<file path="src/rtl/signmag_serial_conv.sv">
//==============================================================================
// Module  : signmag_serial_conv
// Brief   : Bit-serial 32-bit two's-complement <-> sign-magnitude converter.
// Revision: 1.0 - initial release
//==============================================================================
`default_nettype none

module signmag_serial_conv (
    input  logic        clk,
    input  logic        rst,
    input  logic        start,
    input  logic        mode,
    input  logic [31:0] A,
    output logic [31:0] M,
    output logic        busy,
    output logic        done,
    output logic        ovf
);

    localparam logic [1:0] S_IDLE = 2'd0;
    localparam logic [1:0] S_CONV = 2'd1;
    localparam logic [1:0] S_DONE = 2'd2;

    localparam logic [4:0] c_LAST_BIT = 5'd30;

    logic [1:0]  r_state;
    logic [30:0] r_a;
    logic        r_mode;
    logic [4:0]  r_cnt;
    logic        r_seen_one;
    logic        r_neg;
    logic [30:0] r_res;
    logic [31:0] r_m;
    logic        r_ovf;

    logic        w_in_bit;
    logic        w_out_bit;
    logic [30:0] w_res_next;
    logic [31:0] w_m_final;
    logic        w_ovf_final;

    // Copy bits through the first 1, invert every bit after it.
    assign w_in_bit   = r_a[r_cnt];
    assign w_out_bit  = (r_neg & r_seen_one) ? ~w_in_bit : w_in_bit;
    assign w_res_next = r_res | (31'(w_out_bit) << r_cnt);

    always_comb begin
        w_m_final   = {r_neg, w_res_next};
        w_ovf_final = 1'b0;
        if (r_mode == 1'b0) begin
            // -2^31 has no sign-magnitude form: saturate and flag.
            if (r_neg && (w_res_next == 31'd0)) begin
                w_m_final   = 32'hFFFF_FFFF;
                w_ovf_final = 1'b1;
            end
        end else begin
            // Negative zero collapses to plain zero.
            w_m_final = {r_neg & (|r_a), w_res_next};
        end
    end

    always_ff @(posedge clk) begin
        if (rst) begin
            r_state    <= S_IDLE;
            r_a        <= '0;
            r_mode     <= 1'b0;
            r_cnt      <= '0;
            r_seen_one <= 1'b0;
            r_neg      <= 1'b0;
            r_res      <= '0;
            r_m        <= '0;
            r_ovf      <= 1'b0;
        end else begin
            case (r_state)
                S_IDLE: begin
                    if (start) begin
                        r_a        <= A[30:0];
                        r_mode     <= mode;
                        r_neg      <= A[31];
                        r_cnt      <= '0;
                        r_seen_one <= 1'b0;
                        r_res      <= '0;
                        r_ovf      <= 1'b0;
                        r_state    <= S_CONV;
                    end
                end
                S_CONV: begin
                    r_res      <= w_res_next;
                    r_seen_one <= r_seen_one | w_in_bit;
                    r_cnt      <= r_cnt + 5'd1;
                    if (r_cnt == c_LAST_BIT) begin
                        r_m     <= w_m_final;
                        r_ovf   <= w_ovf_final;
                        r_state <= S_DONE;
                    end
                end
                S_DONE: begin
                    r_state <= S_IDLE;
                end
                default: begin
                    r_state <= S_IDLE;
                end
            endcase
        end
    end

    assign M    = r_m;
    assign ovf  = r_ovf;
    assign busy = (r_state == S_CONV) || (r_state == S_DONE);
    assign done = (r_state == S_DONE);

endmodule

`default_nettype wire
</file>
<file path="config.mk">
export PLATFORM = sky130hd
export DESIGN_NAME = signmag_serial_conv
export DESIGN_NICKNAME = d
export VERILOG_FILES = /design/src/rtl/signmag_serial_conv.sv
export SDC_FILE = /design/constraint.sdc
export NUM_CORES = 1
export LEC_CHECK = 0
export CAP_MARGIN = 20
export CORE_MARGIN = 10
export CORE_UTILIZATION = 50
export CTS_CLUSTER_DIAMETER = 200
export CTS_CLUSTER_SIZE = 8
export DETAILED_ROUTE_END_ITERATION = 12
export HOLD_SLACK_MARGIN = 0.08
export PLACE_DENSITY = 0.83
export SLEW_MARGIN = 10
export SYNTH_ARGS = -nofsm -noshare
export SYNTH_HDL_FRONTEND = slang
export SYNTH_SLANG_ARGS = --single-unit
</file>
<file path="constraint.sdc">
create_clock -name clk -period 5 [get_ports clk]
set_clock_uncertainty 0.15 [all_clocks]
set_input_delay 1 -clock clk [delete_from_list [all_inputs] [get_ports clk]]
set_output_delay 1 -clock clk [all_outputs]
set_load 0.02 [all_outputs]
</file>
### Word level (Yosys, flattened, before mapping)

Cells that the tools add are included.

* add/subtract/negate cells: 1
* order comparisons: 1
* equal/unequal tests: 5
* shift-type cells: 1
* mux-type cells: 18
* bitwise operators: 5
* reduce and logical (&&, ||, !) cells: 11

Operator list (count)
* 2-to-1 mux 32 bit: 2
* case mux 31 bit (2 select lines): 1
* zero test 31 bit: 1
* 2-to-1 mux 31 bit: 1
* OR 31 bit: 1
* OR reduction 31 bit: 1
* left shift 1 x 5 -> 31 bit: 1
* case mux 5 bit (2 select lines): 1
* AND reduction 2 bit: 4
* < comparator 5 x 6 -> 1 bit (second input constant): 1
* 2-to-1 mux 1 bit: 6
* adder 5 x 1 -> 5 bit (second input constant): 1
* binary-select mux 1 bit (select 5 bit): 1
* equality test 5 bit (second input constant): 1
* 2-to-1 mux 5 bit: 1
* 2-to-1 mux 2 bit: 2
* != test 2 bit (second input constant): 2
* case mux 1 bit (2 select lines): 2
* case mux 2 bit (2 select lines): 1
* AND reduction 3 bit: 1
* AND 1 bit: 2
* equality test 2 x 1 -> 1 bit (second input constant): 1
* equality test 2 bit (second input constant): 1
* zero test 2 bit: 1
* 5 further kinds: 5

* register bits: 105

### Longest topological paths before layout

* depth after elaboration: 12
* gate-level depth with buffers: 10
* depth with buffers taken out: 7

### Worst setup path after synthesis

Ideal clock, no wire load.

* kind: register to register
* start point: register r_cnt[1]
* end point: register r_m[28], in the netlist M[28]
* setup time: 88 ps
* arrival time: 2517 ps
* required time: 4762 ps
* path slack: 2245 ps
* cell stages (with the launch flop): 11
* path buffers: 3
* period minus slack after synthesis: 2755 ps
* cell sequence: dfxtp_1 buf_6 buf_12 mux2i_1 a22oi_1 o32ai_1 or4_4 xor2_1 a2111o_1 buf_6 a311oi_2

* word-level cells in the longest chain between the ends: 10

RTL lines
* from (decl): RTL line 29 `logic [4:0] r_cnt;`
* from (signal assigned): RTL line 90 `r_cnt <= r_cnt + 5'd1;`
* binary-select mux 1 bit (select 5 bit): RTL line 43 `assign w_in_bit = r_a[r_cnt];`
* 2-to-1 mux 1 bit (implied by the code): RTL line 43
* NOT 1 bit: RTL line 44 `assign w_out_bit = (r_neg & r_seen_one) ? ~w_in_bit : w_in_bit;`
* 2-to-1 mux 1 bit: RTL line 44
* left shift 1 x 5 -> 31 bit: RTL line 45 `assign w_res_next = r_res | (31'(w_out_bit) << r_cnt);`
* OR 31 bit: RTL line 45
* zero test 31 bit: RTL line 52 `if (r_neg && (w_res_next == 31'd0)) begin`
* logical AND 1 bit: RTL line 52
* 2-to-1 mux 32 bit: RTL line 52
* 2-to-1 mux 32 bit: RTL line 50 `if (r_mode == 1'b0) begin`
* to (signal assigned): RTL line 92 `r_m <= w_m_final;`
* to (decl): RTL line 33 `logic [31:0] r_m;`

Parallel ways exist; a longest one is shown, timed or not. The select of a mux whose other input is x is not followed.
A chain may end at the register's enable or synchronous reset.

### Worst setup path after layout

Same ends and word-level chain as after synthesis.

==> summary.md <==
| Metric | Value |
|---|---|
| Outcome | `complete, no violations` |
| Drt first pass iters | `5` |
| Type of destination of the critical path | `register` |
| Mapped Avg Cell Area | `around 8.6 sq um` |
| Final non-filler cell total | `roughly 690` |
| Critical path class | `register to register` |
| Max Freq | `288 MHz` |
| Routed wire per std cell | `15.7 microns` |
| Final setup vio count | `0` |
| Vias | `3922` |
| WP data required | `~5100 ps` |
| Worst Slack Setup Final | `1530 ps` |
| Initial antenna violation count | `0` |
| Number of buffers added on ports | `70` |
| Nets@finish | `about 600` |
| Predominant post-synthesis flop cell | `dfxtp_1` |
| DRT antenna net count | `0` |
| RSZ-0062 raised after global routing | `false` |
| Post-route DRC | `0` |
| Synthesis Warnings | `0` |
| Total I/O pin count | `71` |
| Seq/Total Area, Yosys | `0.466` |
| Row count | `34` |
| Met3 wire len | `slightly above 600 microns` |
| Tmin final | `3470 ps` |
| H-tree levels | `3` |
| Postcts setup bufs | `0` |
| Unique cell type count in the Yosys netlist | `about 50` |
| Max_cap viols | `0` |
| EDFF count, synth | `0` |
| Final core utilization | `0.619` |
| Die extent in y | `115 microns` |
| Post-route setup TNS | `0 ps` |
| RR Startpoint | `r_cnt[1]$_SDFFE_PP0P_` |
| Post-synthesis async set-or-reset flop share | `0` |
| Top sig layer | `met4` |
| Min-Delay Endpoint | `r_a[17]$_SDFFE_PP0P_` |
| Final WL | `between 10000 and 15000 microns` |
| Area grow syn2layout | `20.4%` |
| TritonCTS buffer count | `9` |
| Reg2reg end | `M[28]$_SDFFE_PP0P_` |
| Detailed-placement wirelength estimate | `between 7000 and 8000 microns` |
| DRT iter0 DRCs | `around 290` |
| Hold WC Path Type | `register to register` |
| Hold Violations, Final | `0` |
| Grt total ovfl | `0` |
| CTS tree | `built` |
| Average vias per placed instance | `between 5 and 6` |
| CTS resizes | `0` |
| CTS Sinks | `105` |
| Wl on met1 | `4600 microns` |
| Largest net degree at the start of global routing | `56` |
| VDD IR max | `0.000140 V` |
| Placed cells | `672` |
| Synthesized area | `4510 sq um` |
| Period utilisation layout | `0.694` |
| Layout cell share with drive strength beyond 1 | `0.105` |
| # fillers | `769` |
| Worst Max-Slew Pin Slew | `794 ps` |
| GPL Wtd Cong | `between 0.8 and 0.9` |
| Pre-CTS WS | `1580 ps` |
| Post-Synthesis Cells | `524` |
| Lkg Pwr | `1.92 nW` |
| Critical Path AT | `3610 ps` |
| CP Launch Type | `register` |
| Crit-path max FO | `30` |
| Clock latency on the worst-skew pair | `370 ps` |
| Slew Limit Headroom | `0.470` |
| Max clock buf depth | `2` |
| Reg2reg path depth | `9` |
| ANT cells | `0` |
| Seq cells post-synth | `105` |
| First-pass GRT wire length | `18000 microns` |
| Hold path cells | `2` |
| Vias in the first global route | `between 3000 and 4000` |
| HP Start | `r_a[17]$_SDFFE_PP0P_` |
| Core region area | `8760 sq um` |
| Flop2flop setup slack | `1530 ps` |
| Root Buffer | `clkbuf_8` |
| PwrDens | `281 nW/um^2` |
| Hold-fix buffers, CTS | `0` |
| CTS clk-pin slew, worst paths | `110 ps` |
| Die Width | `around 110 microns` |
| Initial core utilization | `0.514` |
| Metal2 WL | `between 5000 and 6000 microns` |
| Max-slew violation count | `0` |
| Die area | `13200 sq um` |
| Synth Net Count | `565` |
| All-Layer GR Usage | `0.163` |
-- report_power, final --
| part | switching [mW] | internal, mW |
|---|---|---|
| Combinational | 0.0906 | 0.0724 |
| Sequential | 0.0201 | 0.856 |
| Clock | 0.301 | 0.186 |
| Total | 0.411 | 1.11 |
-- how the worst max path moves through the flow --
stage	startpoint	to	slack (ps)	cells past startpoint
2_1_floorplan	r_cnt[1]$_SDFFE_PP0P_	M[28]$_SDFFE_PP0P_	2250	10
3_3_place_gp	r_cnt[1]$_SDFFE_PP0P_	M[30]$_SDFFE_PP0P_	1690	9
3_5_place_dp	r_cnt[1]$_SDFFE_PP0P_	M[28]$_SDFFE_PP0P_	1580	9
4_1_cts	r_cnt[1]$_SDFFE_PP0P_	M[23]$_SDFFE_PP0P_	1540	9
5_1_grt	r_cnt[1]$_SDFFE_PP0P_	M[21]$_SDFFE_PP0P_	1290	9
6_report	r_cnt[1]$_SDFFE_PP0P_	M[28]$_SDFFE_PP0P_	1530	9
-- routing by layer --
metal,GRT usage,vias up
li1,-,1933
met1,0.189,1829
met2,0.287,137
met3,0.0302,23
met4,0.0685,0
met5,0,-
-- flip-flops by register name (all words and copies together) (netlist names) --
signal / flops
M: 32
r_a: 31
r_res: 31
r_cnt: 5
r_state: 2
ovf: 1
r_mode: 1
r_neg: 1
r_seen_one: 1
-- critical path, cell delays in order, from the launching register on --
cell	delay, ps
dfxtp_1	850
mux2i_1	150
o311ai_0	320
a221oi_1	90
or4_4	520
xor2_1	170
buf_4	180
a2111o_1	410
buf_4	280
a311oi_2	240
-- synthesized netlist by cell type (all sizes together) (3+ instances only) --
master	n	area, sq um
a21oi	43	215
nor2b	4	25.0
ha	5	62.6
clkbuf	26	97.6
inv	5	18.8
xor2	3	26.3
dfxtp	105	2100
a22o	7	61.3
a211oi	28	345
mux2i	6	60.1
a31oi	7	43.8
buf	10	86.3
nor2	86	323
nand4	7	43.8
and3b	3	26.3
nand3	5	25.0
nand3b	3	22.5
o21ai	19	95.1
nand2	104	390
mux4	4	93.8
nor4	14	87.6
nor3	3	15.0
-- placed cells by master, fill, tap and decap left out, drive strengths merged, types with 4 or more instances in the layout --
cell type      instances
nand3                  5
mux2i                  6
a31oi                  7
a21oi                 43
clkbuf                 9
a211oi                28
a22o                   7
nor4                  14
buf                    9
clkdlybuf4s50         69
nand4                  7
ha                     5
inv                    7
dfxtp                105
nor2b                  4
nand2                104
o21ai                 19
nor2                  86
mux4                   4
-- through the flow --
stage / power [mW] / hold WS (ps) / instance area [sq um]
3_5_place_dp: 1.05 / 311 / 5200
5_1_grt: 1.59 / 359 / 5430
4_1_cts: 1.53 / 326 / 5380
3_3_place_gp: 1.05 / 304 / 5200
2_1_floorplan: 0.997 / 291 / 4510
6_report: 1.53 / 326 / 5430
-- final cells by class --
cell class,count,area [sq um],share of cell area
Clock inverter,6,53.8,0.00991
Clock buffer,9,124,0.0228
Multi-Input combinational cell,378,2200,0.406
Tap cell,108,135,0.0249
Timing Repair Buffer,78,788,0.145
Sequential cell,105,2100,0.387
Inverter,5,18.8,0.00346
-- logic make-up after synthesis --
logic type,after synthesis,share of synthesized area
muxes,12,0.0391
xor gates and xnor gates,4,0.00777
AOI/OAI and AO/OA,120,0.201
DFF,105,0.466
buffers and inverters,41,0.0450
and+or+nand+nor,237,0.227
adders and majority gates,5,0.0139
(Power assumes the default switching activity.)
